<file path="config.mk">
export PLATFORM = sky130hd
export DESIGN_NAME = pc_branch_unit
export DESIGN_NICKNAME = d
export VERILOG_FILES = /design/src/rtl/pc_branch_unit_pkg.sv /design/src/rtl/pc_branch_unit_table.sv /design/src/rtl/pc_branch_unit.sv
export SDC_FILE = /design/constraint.sdc
export NUM_CORES = 1
export LEC_CHECK = 0
export BUFFER_PORTS_ARGS = -buffer_cell sky130_fd_sc_hd__buf_4
export CAP_MARGIN = 20
export CORE_MARGIN = 8
export CORE_UTILIZATION = 55
export CTS_CLUSTER_SIZE = 24
export DETAILED_ROUTE_END_ITERATION = 12
export GPL_TIMING_DRIVEN = 0
export PLACE_DENSITY = 0.74
export SLEW_MARGIN = 25
export SYNTH_ARGS = -nofsm -noshare
export SYNTH_HDL_FRONTEND = slang
export SYNTH_SLANG_ARGS = --single-unit
</file>
<file path="constraint.sdc">
create_clock -name clk -period 6.1 [get_ports clk]
set_clock_uncertainty 0.05 [all_clocks]
set_input_delay 0.305 -clock clk [delete_from_list [all_inputs] [get_ports clk]]
set_output_delay 0.305 -clock clk [all_outputs]
set_load 0.01 [all_outputs]
</file>
<file path="src/rtl/pc_branch_unit_pkg.sv">
// ============================================================================
// Module : pc_pkg
// Brief  : Shared constants, state encoding and reset offset table for the
//          PC sequencer / branch-target table.
// Rev    : 1.0  initial release
// ============================================================================
`default_nettype none

package pc_pkg;

   localparam int D  = 12;
   localparam int N  = 8;
   localparam int IW = 3;

   typedef enum logic [1:0] {
      IDLE = 2'd0,
      RUN  = 2'd1,
      HALT = 2'd2
   } state_t;

   typedef logic [D-1:0] offset_t;

   // Signed offsets held as D-bit two's complement: 2,4,22,-26,130,-132,162,-168
   localparam offset_t BR_DEFAULTS [N] = '{
      12'h002, 12'h004, 12'h016, 12'hFE6,
      12'h082, 12'hF7C, 12'h0A2, 12'hF58
   };

endpackage

`default_nettype wire

</file>
<file path="src/rtl/pc_branch_unit_table.sv">
// ============================================================================
// Module : branch_target_table
// Brief  : N x D offset register file, async read, sync write, async reset
//          to the default offset set.
// Rev    : 1.0  initial release
// ============================================================================
`default_nettype none

module branch_target_table
   import pc_pkg::*;
(
   input  logic          clk,
   input  logic          rst,
   input  logic          i_we,
   input  logic [IW-1:0] i_waddr,
   input  offset_t       i_wdata,
   input  logic [IW-1:0] i_raddr,
   output offset_t       o_rdata
);

   offset_t r_tbl [N];

   always_ff @(posedge clk or posedge rst) begin
      if (rst) begin
         for (int i = 0; i < N; i++) begin
            r_tbl[i] <= BR_DEFAULTS[i];
         end
      end else if (i_we) begin
         r_tbl[i_waddr] <= i_wdata;
      end
   end

   // Read sees the pre-edge contents, so a same-cycle write is not forwarded.
   assign o_rdata = r_tbl[i_raddr];

endmodule

`default_nettype wire

</file>
<file path="src/rtl/pc_branch_unit.sv">
// ============================================================================
// Module : pc_branch_unit
// Brief  : PC sequencer (IDLE/RUN/HALT) with relative branches through a
//          writable offset table. Optional taken-branch counter via
//          `define PC_BR_COUNT_EN.
// Rev    : 1.0  initial release
// ============================================================================
`default_nettype none

module pc_branch_unit
   import pc_pkg::*;
(
   input  logic          clk,
   input  logic          reset,
   input  logic          start,
   input  logic          halt_req,
   input  logic          branch_en,
   input  logic [IW-1:0] how_high,
   input  logic          tbl_we,
   input  logic [IW-1:0] tbl_waddr,
   input  logic [D-1:0]  tbl_wdata,
   output logic [D-1:0]  prog_ctr,
   output logic          running,
   output logic          done
`ifdef PC_BR_COUNT_EN
   ,
   output logic [15:0]   br_count
`endif
);

   state_t       r_state;
   logic [D-1:0] r_pc;
   logic         r_running;
   logic         r_done;
   offset_t      w_off;

   branch_target_table u_table (
      .clk     (clk),
      .rst     (reset),
      .i_we    (tbl_we),
      .i_waddr (tbl_waddr),
      .i_wdata (tbl_wdata),
      .i_raddr (how_high),
      .o_rdata (w_off)
   );

   always_ff @(posedge clk or posedge reset) begin
      if (reset) begin
         r_state   <= IDLE;
         r_pc      <= '0;
         r_running <= 1'b0;
         r_done    <= 1'b0;
      end else begin
         case (r_state)
            IDLE: begin
               r_pc <= '0;
               if (start) begin
                  r_state   <= RUN;
                  r_running <= 1'b1;
               end
            end
            RUN: begin
               // Halt outranks branch and sequential advance; start is ignored.
               if (halt_req) begin
                  r_state   <= HALT;
                  r_running <= 1'b0;
                  r_done    <= 1'b1;
               end else if (branch_en) begin
                  r_pc <= r_pc + w_off;
               end else begin
                  r_pc <= r_pc + 1'b1;
               end
            end
            HALT: begin
               if (start) begin
                  r_state   <= RUN;
                  r_pc      <= '0;
                  r_running <= 1'b1;
                  r_done    <= 1'b0;
               end
            end
            default: begin
               r_state   <= IDLE;
               r_pc      <= '0;
               r_running <= 1'b0;
               r_done    <= 1'b0;
            end
         endcase
      end
   end

   assign prog_ctr = r_pc;
   assign running  = r_running;
   assign done     = r_done;

`ifdef PC_BR_COUNT_EN
   logic [15:0] r_br_count;
   logic        w_start_acc;
   logic        w_br_taken;

   assign w_start_acc = start && (r_state != RUN);
   assign w_br_taken  = (r_state == RUN) && branch_en && !halt_req;

   always_ff @(posedge clk or posedge reset) begin
      if (reset) begin
         r_br_count <= '0;
      end else if (w_start_acc) begin
         r_br_count <= '0;
      end else if (w_br_taken && (r_br_count != 16'hFFFF)) begin
         r_br_count <= r_br_count + 16'd1;
      end
   end

   assign br_count = r_br_count;
`else
   // Counter and port are absent in this build.
`endif

endmodule

`default_nettype wire

</file>
==> Yosys cells after proc, flatten, opt, wreduce, memory -nomap -nowiden <==
Cells that the tools add are included.
{ "classes": {"add_sub_neg": 2, "magnitude_cmp": 3, "eq_ne": 6, "n_mux": 19, "n_bitwise": 3, "n_reduce_logical": 6} }
{ "ops": {"columns": ["cell", "count"], "rows": [
  ["bitwise mux 96 bit", 1],
  ["two-way mux 12 bit", 6],
  ["binary-select mux 12 bit (select 3 bit)", 1],
  ["demux 12 bit (select 3 bit)", 1],
  ["case mux 12 bit (2 select lines)", 1],
  ["adder 12 x 1 -> 12 bit, second input constant", 1],
  ["adder 12 bit", 1],
  ["greater-or-equal comparator 4 bit, second input constant", 2],
  ["inverter 3 -> 4 bit", 2],
  ["inequality test 2 bit, second input constant", 3],
  ["less-than comparator 4 x 1 -> 1 bit, second input constant", 1],
  ["two-way mux 1 bit", 4],
  ["two-way mux 2 bit", 2],
  ["case mux 2 bit (2 select lines)", 1],
  ["AND reduction 2 bit", 2],
  ["case mux 1 bit (3 select lines)", 1],
  ["AND reduction 3 bit", 1],
  ["== test 2 x 1 -> 1 bit, second input constant", 1],
  ["== test 2 bit, second input constant", 1],
  ["logical NOT 2 bit", 1],
  ["inequality test 2 x 1 -> 1 bit, second input constant", 1],
  ["case mux 1 bit (2 select lines)", 1],
  ["OR reduction 2 bit", 1],
  ["logical AND 1 bit", 1],
  ["inverter 1 bit", 1]
]} }
{ "word_totals": {"ff_bits": 112, "inputBits": 24} }

==> Logic depth before layout (Yosys ltp) <==
Gate-level depths: netlist of run 1.
{ "logic_depth": {"word_depth": 8, "depth_mapped": 13, "mapped_depth_nobuf": 11} }

==> By module <==
A second synthesis of run 1 with hierarchy kept.
{ "hier_totals": {"cells_unflattened": 389, "area_unflattened_um2": 5679.2} }
{ "modules_own_cells": {"columns": ["mod", "n_inst", "cells_each", "area_each_um2"], "rows": [
  ["branch_target_table", 1, 252, 4471.8],
  ["pc_branch_unit", 1, 137, 1207.4]
]} }

==> Least setup slack after synthesis of run 1 <==
OpenSTA, ideal clock, no wires.
{ "synth_timing": {"path_kind": "in2reg", "from": "input how_high[0]", "to": "register r_pc[11] (netlist: prog_ctr[11])", "setup_ps": 80, "arrival_ps": 3117, "required_time_ps": 5970, "path_slack_ps": 2853, "path_stages": 12, "path_buffers": 2, "path_cell_list": "buf_6 -> buf_2 -> mux4_2 -> mux2i_1 -> nor2b_1 -> ha_1 -> a21o_1 -> or3_1 -> o2111ai_2 -> a21oi_2 -> or4b_1 -> o211ai_2"} }
{ "synth_via": {"elab_chain_len": 8} }
{ "synth_rtl": {"columns": ["element", "line_no", "text"], "rows": [
  ["from (decl)", "pc_branch_unit.sv:18", "input logic [IW-1:0] how_high,"],
  ["inverter 3 -> 4 bit (not written as such)", "pc_branch_unit_table.sv:34", "assign o_rdata = r_tbl[i_raddr];"],
  ["binary-select mux 12 bit (select 3 bit)", "pc_branch_unit_table.sv:34", null],
  ["two-way mux 12 bit (not written as such) (2 in a row)", "pc_branch_unit_table.sv:34", null],
  ["adder 12 bit", "pc_branch_unit.sv:69", "r_pc <= r_pc + w_off;"],
  ["two-way mux 12 bit", "pc_branch_unit.sv:68", "end else if (branch_en) begin"],
  ["two-way mux 12 bit", "pc_branch_unit.sv:64", "if (halt_req) begin"],
  ["case mux 12 bit (2 select lines)", "pc_branch_unit.sv:54", "case (r_state)"],
  ["to (signal assigned)", "pc_branch_unit.sv:69", null],
  ["to (signal assigned)", "pc_branch_unit.sv:71", "r_pc <= r_pc + 1'b1;"],
  ["to (decl)", "pc_branch_unit.sv:32", "logic [D-1:0] r_pc;"]
]} }
No other way between the ends. The select of a mux whose other input is x is not followed.
A chain may end at the register's enable or synchronous reset.

==> Worst setup path in the final report of run 1 <==
{ "layout_timing": {"from": "input how_high[1]", "to": "register r_pc[10] (netlist: prog_ctr[10])"} }
Same word-level chain as after synthesis.

==> metrics.cfg, run 1 <==
[synth]
synth_xor_area_frac = 0.0128
synth_top_cells_by_count = 97 x mux2_2, 77 x dfrtp_1, 35 x dfstp_2
synthesis.nets = 411
ys_types = 42
yosysSeqAreaShare = 0.521
synthMostInstantiatedCell = mux2_2
yosysTopAreaCell = dfrtp_1
synthArstFlopShare = 1.00
synthSimpleGateAreaFrac = 0.0486
synth_area_mm2 = 0.00546
synth_mux_area_frac = 0.321
dominantRegCellSynth = dfrtp_1
synth_top_area_share = 0.353
syn_inst = 375
avgSynthCellArea_um2 = 14.6
synth-edff-count = 0
synth_adder_area_share = 0.0289
yosys-top-cells-area = dfrtp_1 35%, mux2_2 20%, dfstp_2 17%, mux4_2 9.1%, ha_1 2.5%
yosysWarnings = 0
synth.ff_latch_count = 112
synth-compound-area-share = 0.0511
synth_top_family_by_area = multiplexers

[finish]
syn_to_final_growth_pct = 12.9
final_area_mm2 = 0.00616
drive_gt1_frac = 0.500
n_antenna_cell = 0
stdcell_count = 561
final_nets = 459

[timing]
fmax_mhz = 281
rsz0062_at_grt = false
slew_headroom = 0.393
finalSetupViolCount = 0
worstMarginPinSlew_ns = 0.910
finalSetupTns_ns = 0
finalHoldViolCount = 0
setup_ws_ns = 2.54
min_period_over_period = 0.583
min_period_ns = 3.56
drv_slew = 0

[cts]
path_clk_slew_ns = 0.11
root_buffer = clkbuf_8
cts_inserted_buffers = 9
htreeDepth = 3
cts_tree = done
clockBufferDepth = 2
cts_resized = 0
cts_setup_buffers = 0
clock-sinks = 112
clk_latency_ns = 0.38

[floorplanning]
core_area_mm2 = 0.00973
die_y_um = 116
die_x_um = 116
io_pins = 38
start_util = 0.561
rows = 36
die_area_mm2 = 0.0134

[global_route]
antenna_found_initial = 0
grt_util_all_layers = 0.186
grt_max_degree = 60
grt_pass1_vias = 3585
overflow = 0
grt_pass1_wl_um = 18800

[route]
vias = 3268
drt_wl_total_um = 11300
vias_per_cell = 5.83
drc_errors = 0
firstDrtPassIters = 4
initialDrtViolationCount = 176
wl_per_cell_um = 20.1
final_antenna_net_count = 0

[critical_path]
critPathSlowestCell = clkbuf_1
cp.arrival_ns = 3.78
critPathCaptureType = register
cpPeakStageDelay_ns = 0.63
crit_fanout = 10
cp-start-kind = input pin
crit_chain = clkbuf_1 -> clkbuf_1 -> mux4_2 -> mux2i_1 -> nand2_1 -> ha_1 -> fa_1 -> a21o_1 -> a21o_1 -> a21oi_1 -> o211ai_1 -> xor2_1 -> a22o_1
ff2ff_setup_slack_ns = 2.93
critPathKind = input pin to register
worstPathRequired_ns = 6.33
reg2reg_depth = 11

[place]
dp.cells = 544
dpl_cell_area_mm2 = 0.00592
pre_cts_ws_ns = 2.19
io_buffers = 35
hpwlAfterDp_um = 7800
place.gp.congestion = 0.766

[pwr]
p_per_area_mw_per_mm2 = 321
leakage_nw = 2.66
ir_worst_vdd_uv = 142
power_mw = 1.98

[hold_path]
min_path_cells = 2
hold_class = input pin to register

[outcome]
run_status = completed

[job]
drv_cap = 0

## worst max-delay path, delay by kind of cell
kind                     cells  cell delay, ns
adder cells (fa/ha/maj)      2            0.67
multiplexers                 2            0.62
AND/OR/NAND/NOR              1            0.11
AO/OA/AOI/OAI                5            1.02
buffers and inverters        2            0.91
XOR/XNOR                     1            0.16
## stage by stage
step,hold slack (ns),util
after floorplan,0.399,-
after global placement,0.413,0.605
after detailed placement,0.338,0.609
after CTS,0.145,0.633
after global routing,0.151,0.633
final,0.161,0.633
## final cells by class
class	count	area [um2]
Fill cell	794	3570
Sequential cell	112	2850
Multi-Input combinational cell	241	2520
Timing Repair Buffer	37	300
Tap cell	133	166
Clock buffer	10	138
Clock inverter	6	92.6
Buffer	18	77.6
Inverter	4	20.0
## sequential cells by signal, indices dropped and copies added (netlist names)
signal,count
u_table.r_tbl,96
prog_ctr,12
r_state,2
done,1
running,1
## logic make-up after synthesis
group,after synthesis
multiplexers,132
AO/OA/AOI/OAI,40
adder cells (fa/ha/maj),12
AND/OR/NAND/NOR,49
XOR/XNOR,8
buffers and inverters,22
flip-flops,112
## placed cells by master, fill, tap and decap left out, types with 3 or more instances in the layout
cell type and count:
clkbuf_1 10, a21oi_1 7, xnor2_1 4, ha_1 11, nand2_1 15, o21bai_1 3, xor2_1 4, mux4_2 22
nand4b_1 3, dfstp_2 35, a21o_1 6, buf_4 35, nor2_1 5, buf_1 5, nand3_1 3, dfrtp_1 77
nor2b_1 10, inv_1 3, clkbuf_8 10, mux2i_1 11, o21ai_0 9, a22o_1 5, nand2b_1 3, mux2_2 97
## what timing repair did
item	CTS	global route
hold buffers	1	0
setup endpoints to repair	0	0
hold endpoints to repair	39	0
## power breakdown
part           leakage (nW)  internal [mW]  switching (mW)  total, mW
registers              1.31          0.938          0.0889       1.03
logic                  1.24          0.264           0.190      0.453
clock network         0.109          0.244           0.255      0.498
total                  2.66           1.45           0.533       1.98
## metal layers
metal	global-route usage	part of all wire
met5	0	0
met1	0.231	0.45
met3	0.0266	0.029
met2	0.316	0.50
met4	0.0856	0.020
## final timing paths
kind | start | end
worst max-delay path | how_high[1] | prog_ctr[10]
worst min-delay path | tbl_wdata[11] | u_table.r_tbl[59]
worst max register to register | u_table.r_tbl[0] | prog_ctr[10]
worst min register to register | r_state[1] | done
max in group asynchronous | reset | u_table.r_tbl[3]
min in group asynchronous | reset | prog_ctr[11]
(Power assumes the default switching activity.)
==> run 2, diff against run 1 <==
ABC_AREA = 1   (was default)
PLACE_DENSITY = 0.76   (was 0.74)
clock period = 3 ns   (was 6.1 ns; I/O delays follow)
==> metrics.cfg, run 2 <==
[global_route]
grt_pass1_wl_um = 24300  ; +29%
grt_util_all_layers = 0.232  ; +0.0459
grt_pass1_vias = 4877  ; +36%
antenna_found_initial = 0  ; unchanged
grt_max_degree = 33  ; -45%
overflow = 0  ; unchanged

[critical_path]
crit_fanout = 6  ; -4
critPathCaptureType = register
cp-start-kind = register
critPathKind = register to register
cp.arrival_ns = 2.78  ; -1.00 ns
worstPathRequired_ns = 3.23  ; -3.10 ns

[cts]
cts_resized = 0  ; unchanged
clock-sinks = 112  ; unchanged
cts_tree = done
cts_inserted_buffers = 9  ; unchanged
clk_latency_ns = 0.39  ; about the same
cts_setup_buffers = 0  ; unchanged
root_buffer = clkbuf_8
cts_hold_buf = 3  ; +2
path_clk_slew_ns = 0.12  ; about the same
htreeDepth = 3  ; unchanged
clockBufferDepth = 2  ; unchanged

[route]
final_antenna_net_count = 0  ; unchanged
vias_per_cell = 5.77  ; -0.90%
initialDrtViolationCount = 500  ; +180%
vias = 5034  ; +54%
firstDrtPassIters = 6  ; +2
drc_errors = 0  ; unchanged
drt_wl_total_um = 15000  ; +33%
wl_per_cell_um = 17.2  ; -14%

[pwr]
clockPowerShare = 0.247  ; -0.005
leakage_nw = 3.02  ; +14%
p_int_mw = 2.81  ; +94%
power_mw = 4.20  ; +110%
p_sw_mw = 1.39  ; +160%
combPwrFrac = 0.252  ; +0.023
swShare = 0.332  ; +0.0623
p_seq_frac = 0.500  ; -0.019
ir_worst_vdd_uv = 568  ; +300%
p_per_area_mw_per_mm2 = 664  ; +110%

[floorplanning]
die_area_mm2 = 0.0135  ; +1.0%
die_x_um = 116  ; +0.51%
die_y_um = 116  ; +0.51%
start_util = 0.565  ; +0.00407
rows = 36  ; unchanged
io_pins = 38  ; unchanged
core_area_mm2 = 0.00977  ; +0.46%

[place]
place.gp.congestion = 0.959  ; +25%
hpwlAfterDp_um = 11100  ; +43%
io_buffers = 37  ; +5.7%

[synth]
synth_top_area_share = 0.349  ; -0.00415
synthArstFlopShare = 1.00  ; unchanged
yosysTopAreaCell = dfrtp_1
synth_area_mm2 = 0.00553  ; +1.2%
yosysWarnings = 0  ; unchanged
synthMostInstantiatedCell = nand2_1
yosysSeqAreaShare = 0.515  ; -0.00614
synth.ff_latch_count = 112  ; unchanged
synth-edff-count = 0  ; unchanged
ys_types = 30  ; -29%
syn_inst = 679  ; +81%
synthesis.nets = 715  ; +74%
avgSynthCellArea_um2 = 8.14  ; -44%
synth_top_cells_by_count = 159 x nand2_1, 108 x o21ai_0, 89 x nor2_1
dominantRegCellSynth = dfrtp_1
yosys-top-cells-area = dfrtp_1 35%, dfstp_2 17%, nand2_1 11%, o21ai_0 9.8%, nor2_1 6.0%

[timing]
finalHoldViolCount = 0  ; unchanged
worstMarginPinSlew_ns = 0.537  ; -0.374 ns
rsz0062_at_grt = false
fmax_mhz = 392
min_period_over_period = 0.849
min_period_ns = 2.55
slew_headroom = 0.642  ; +0.249
drv_slew = 0  ; unchanged
finalSetupViolCount = 0  ; unchanged
finalSetupTns_ns = 0  ; unchanged

[finish]
largest-register = u_table.r_tbl
layout_common_cells = 159 x nand2_1, 108 x o21ai_0, 89 x nor2_1
multi_input_area_mm2 = 0.00235  ; -7.0%
final_common_cell = nand2_1
final_nets = 770  ; +68%
register_area_mm2 = 0.00285  ; unchanged
n_antenna_cell = 0  ; unchanged
fill_cells = 829  ; +4.4%
syn_to_final_growth_pct = 14.6
largest_reg_flops = 96  ; unchanged
drive_gt1_frac = 0.175  ; -0.325

[job]
drv_cap = 0  ; unchanged

[outcome]
run_status = completed

[hold_path]
hold_class = input pin to register

run 2: power groups by stage:
| stage | registers [mW] | clock network, mW | logic (mW) |
|---|---|---|---|
| 4_1_cts | 2.10 | 1.05 | 1.06 |
| 3_5_place_dp | 2.12 | 0 | 1.05 |
| 3_3_place_gp | 2.11 | 0 | 0.998 |
| 2_1_floorplan | 2.09 | 0 | 0.687 |
| 5_1_grt | 2.14 | 1.12 | 1.19 |
| 6_report | 2.10 | 1.04 | 1.06 |
run 2: metrics by stage:
step	setup slack [ns]	utilization	cells	area, um2	hold slack [ns]
floorplan	0.993	-	679	5530	0.214
global placement	0.364	0.611	849	5970	0.324
detailed placement	0.291	0.621	853	6070	0.136
CTS	0.498	0.648	872	6330	0.0326
global route	0.381	0.648	872	6330	0.0690
finish	0.452	0.648	872	6330	0.0352
run 2: cell families (layout without fill, tap and decap cells):
logic type,after synthesis,after routing,share of synthesized area
buffers and inverters,76,136,0.0604
DFF,112,112,0.515
and+or+nand+nor,273,273,0.199
AOI/OAI and AO/OA,205,205,0.196
xor gates and xnor gates,1,1,0.00159
adders and majority gates,12,12,0.0285
run 2: worst paths after layout:
check                                    end              start  cells past startpoint  slack [ns]
setup reg to reg                prog_ctr[11]  u_table.r_tbl[28]                     13        0.45
hold reg to reg            u_table.r_tbl[13]  u_table.r_tbl[13]                      2        0.44
max in group asynchronous  u_table.r_tbl[34]              reset                      6        1.67
setup / recovery                prog_ctr[11]  u_table.r_tbl[28]                     13        0.45
min in group asynchronous        prog_ctr[8]              reset                      3        0.28
hold / removal                    r_state[0]              start                      3        0.04
run 2: critical path, cell delays in order, from the launching register on:
cell,delay [ns]
dfstp_2,0.55
o21ai_1,0.08
o22ai_1,0.18
o21ai_1,0.12
nor2_1,0.25
ha_1,0.34
a21oi_1,0.28
o21ai_1,0.13
nand2_1,0.09
nand3b_1,0.13
inv_1,0.08
nand2_1,0.05
nand3_1,0.06
nand2_1,0.06
run 2: cell type report:
class,instances,area share
Sequential cell,112,0.450
Multi-Input combinational cell,491,0.371
Timing Repair Buffer,44,0.0636
Buffer,34,0.0279
Tap cell,133,0.0263
Inverter,42,0.0255
Clock buffer,9,0.0196
Clock inverter,7,0.0170
run 2: metal layers:
layer  track usage  vias up  wire (um)
met5             0        -          0
met4        0.0856        0        384
met3        0.0527       36       1160
met2         0.381      229       7180
met1         0.293     2400       6290
li1              -     2369          -
==> run 3, diff against run 2 <==
PLACE_DENSITY = 0.74   (was 0.76)
clock period = 2.5 ns   (was 3 ns; I/O delays follow)
==> metrics.cfg, run 3 (synthesis gave the netlist of run 2 again) <==
[outcome]
run_status = completed

[timing]
fmax_mhz = 427  ; +8.7%
finalSetupViolCount = 0  ; unchanged
drv_slew = 0  ; unchanged
slew_headroom = 0.547  ; -0.0955
min_period_ns = 2.34  ; -0.204 ns
finalHoldViolCount = 0  ; unchanged
min_period_over_period = 0.937  ; +0.0881
worstMarginPinSlew_ns = 0.679  ; +0.142 ns
rsz0062_at_grt = false

[global_route]
grt_max_degree = 35  ; +6.1%
grt_pass1_wl_um = 24600  ; +1.2%
antenna_found_initial = 0  ; unchanged
grt_util_all_layers = 0.240  ; +0.00806
grt_pass1_vias = 4852  ; -0.51%
overflow = 0  ; unchanged

[finish]
largest_reg_flops = 96  ; unchanged
n_antenna_cell = 0  ; unchanged
final_nets = 769  ; -0.13%
stdcell_count = 871  ; -0.11%
final_common_cell = nand2_1
largest-register = u_table.r_tbl
layout_common_cells = 159 x nand2_1, 108 x o21ai_0, 86 x nor2_1
drive_gt1_frac = 0.180  ; +0.00566
syn_to_final_growth_pct = 14.3

[cts]
cts_tree = done
cts_inserted_buffers = 9  ; unchanged
htreeDepth = 3  ; unchanged
path_clk_slew_ns = 0.10  ; -0.02 ns
clockBufferDepth = 2  ; unchanged
clk_latency_ns = 0.38  ; about the same
clock-sinks = 112  ; unchanged
root_buffer = clkbuf_8

[pwr]
leakage_nw = 3.02  ; -0.25%
ir_worst_vdd_uv = 380  ; -33%
power_mw = 5.04  ; +20%
p_per_area_mw_per_mm2 = 797  ; +20%

[critical_path]
crit_family = simple AND/OR/NAND/NOR gates
critPathSlowestCell = dfstp_2
cp.arrival_ns = 2.57  ; -0.21 ns
crit_fanout = 6  ; unchanged
crit_chain = o21ai_1 -> o22ai_1 -> nor2_1 -> nor2_1 -> ha_1 -> a21oi_1 -> o21ai_1 -> nand2_1 -> nand3b_1 -> inv_1 -> nand2_1 -> nand3_1 -> nand2_1
cp-start-kind = register
path_buf_inv = 1  ; unchanged
critPathKind = register to register
critPathCaptureType = register
crit_top_cell = nand2_1
worstPathRequired_ns = 2.73  ; -0.50 ns
cpPeakStageDelay_ns = 0.55  ; about the same

[route]
vias = 5007  ; -0.54%
wl_per_cell_um = 17.7  ; +2.9%
initialDrtViolationCount = 475  ; -5.0%
vias_per_cell = 5.75  ; -0.42%
drt_wl_total_um = 15400  ; +2.8%
firstDrtPassIters = 5  ; -1
drc_errors = 0  ; unchanged
final_antenna_net_count = 0  ; unchanged

[floorplanning]
die_area_mm2 = 0.0135  ; unchanged
rows = 36  ; unchanged
core_area_mm2 = 0.00977  ; unchanged
die_x_um = 116  ; unchanged
io_pins = 38  ; unchanged
start_util = 0.565  ; unchanged
die_y_um = 116  ; unchanged

[job]
drv_cap = 0  ; unchanged

[hold_path]
hold_class = input pin to register

[place]
io_buffers = 37  ; unchanged
hpwlAfterDp_um = 11100  ; +0.20%
place.gp.congestion = 0.895  ; -6.6%
dp.cells = 852  ; -0.12%

## run 3: cell count changes in the layout (fill, tap and decap cells not counted), sizes merged
cell,before,now
clkinv,0,3
clkinvlp,2,1
clkbuf,21,23
inv,45,41
buf,63,62
## run 3: worst reg2reg max path: cells and delay by family (launching register included)
family	cells	cell delay [ns]
adder cells (fa/ha/maj)	1	0.34
AND/OR/NAND/NOR	7	0.61
buffers and inverters	1	0.08
AO/OA/AOI/OAI	4	0.61
flip-flops	1	0.55
## run 3: what timing repair did
action,in CTS,in global routing
gates resized for setup,0,5
setup buffers,0,0
setup endpoints to repair,0,3
endpoints found under the hold margin,20,0
hold buffers,3,0
## run 3: final timing paths
path / slack (ns) / cells after the start / end / start
hold reg to reg: 0.43 / 2 / u_table.r_tbl[19] / u_table.r_tbl[19]
max in group asynchronous: 1.16 / 5 / u_table.r_tbl[19] / reset
setup / recovery: 0.16 / 13 / prog_ctr[11] / u_table.r_tbl[64]
min in group asynchronous: 0.34 / 3 / u_table.r_tbl[70] / reset
hold / removal: 0.001 / 3 / r_state[0] / start
setup reg to reg: 0.16 / 13 / prog_ctr[11] / u_table.r_tbl[64]
## run 3: per-stage QoR
step           TNS (ns)  cell area (um2)  hold slack [ns]  setup WS [ns]  utilization
2_1_floorplan         0             5530            0.189          0.493            -
3_3_place_gp     -0.167             5970            0.295        -0.0921        0.611
3_5_place_dp     -0.223             6040            0.212         -0.120        0.618
4_1_cts               0             6300           0.0141          0.111        0.645
5_1_grt               0             6320           0.0124        0.00577        0.646
6_report              0             6320          0.00144          0.156        0.646
## run 3: per-layer routing
layer  GRT usage  routed length (um)  vias to the layer above
met5           0                   0                        -
met4       0.119                 490                        0
met3      0.0471                1100                       37
met2       0.389                7500                      218
met1       0.300                6340                     2389
li1            -                   -                     2363
## run 3: layout make-up
| type | instances | area [um2] |
|---|---|---|
| Inverter | 42 | 161 |
| Buffer | 34 | 176 |
| Clock inverter | 5 | 78.8 |
| Timing Repair Buffer | 43 | 375 |
| Fill cell | 868 | 3460 |
| Sequential cell | 112 | 2850 |
| Clock buffer | 11 | 151 |
| Multi-Input combinational cell | 491 | 2360 |
| Tap cell | 133 | 166 |
## run 3: power breakdown
part	internal [mW]	switching (mW)	leakage [nW]
Sequential	2.27	0.254	1.34
Clock	0.618	0.620	0.119
Combinational	0.514	0.762	1.56
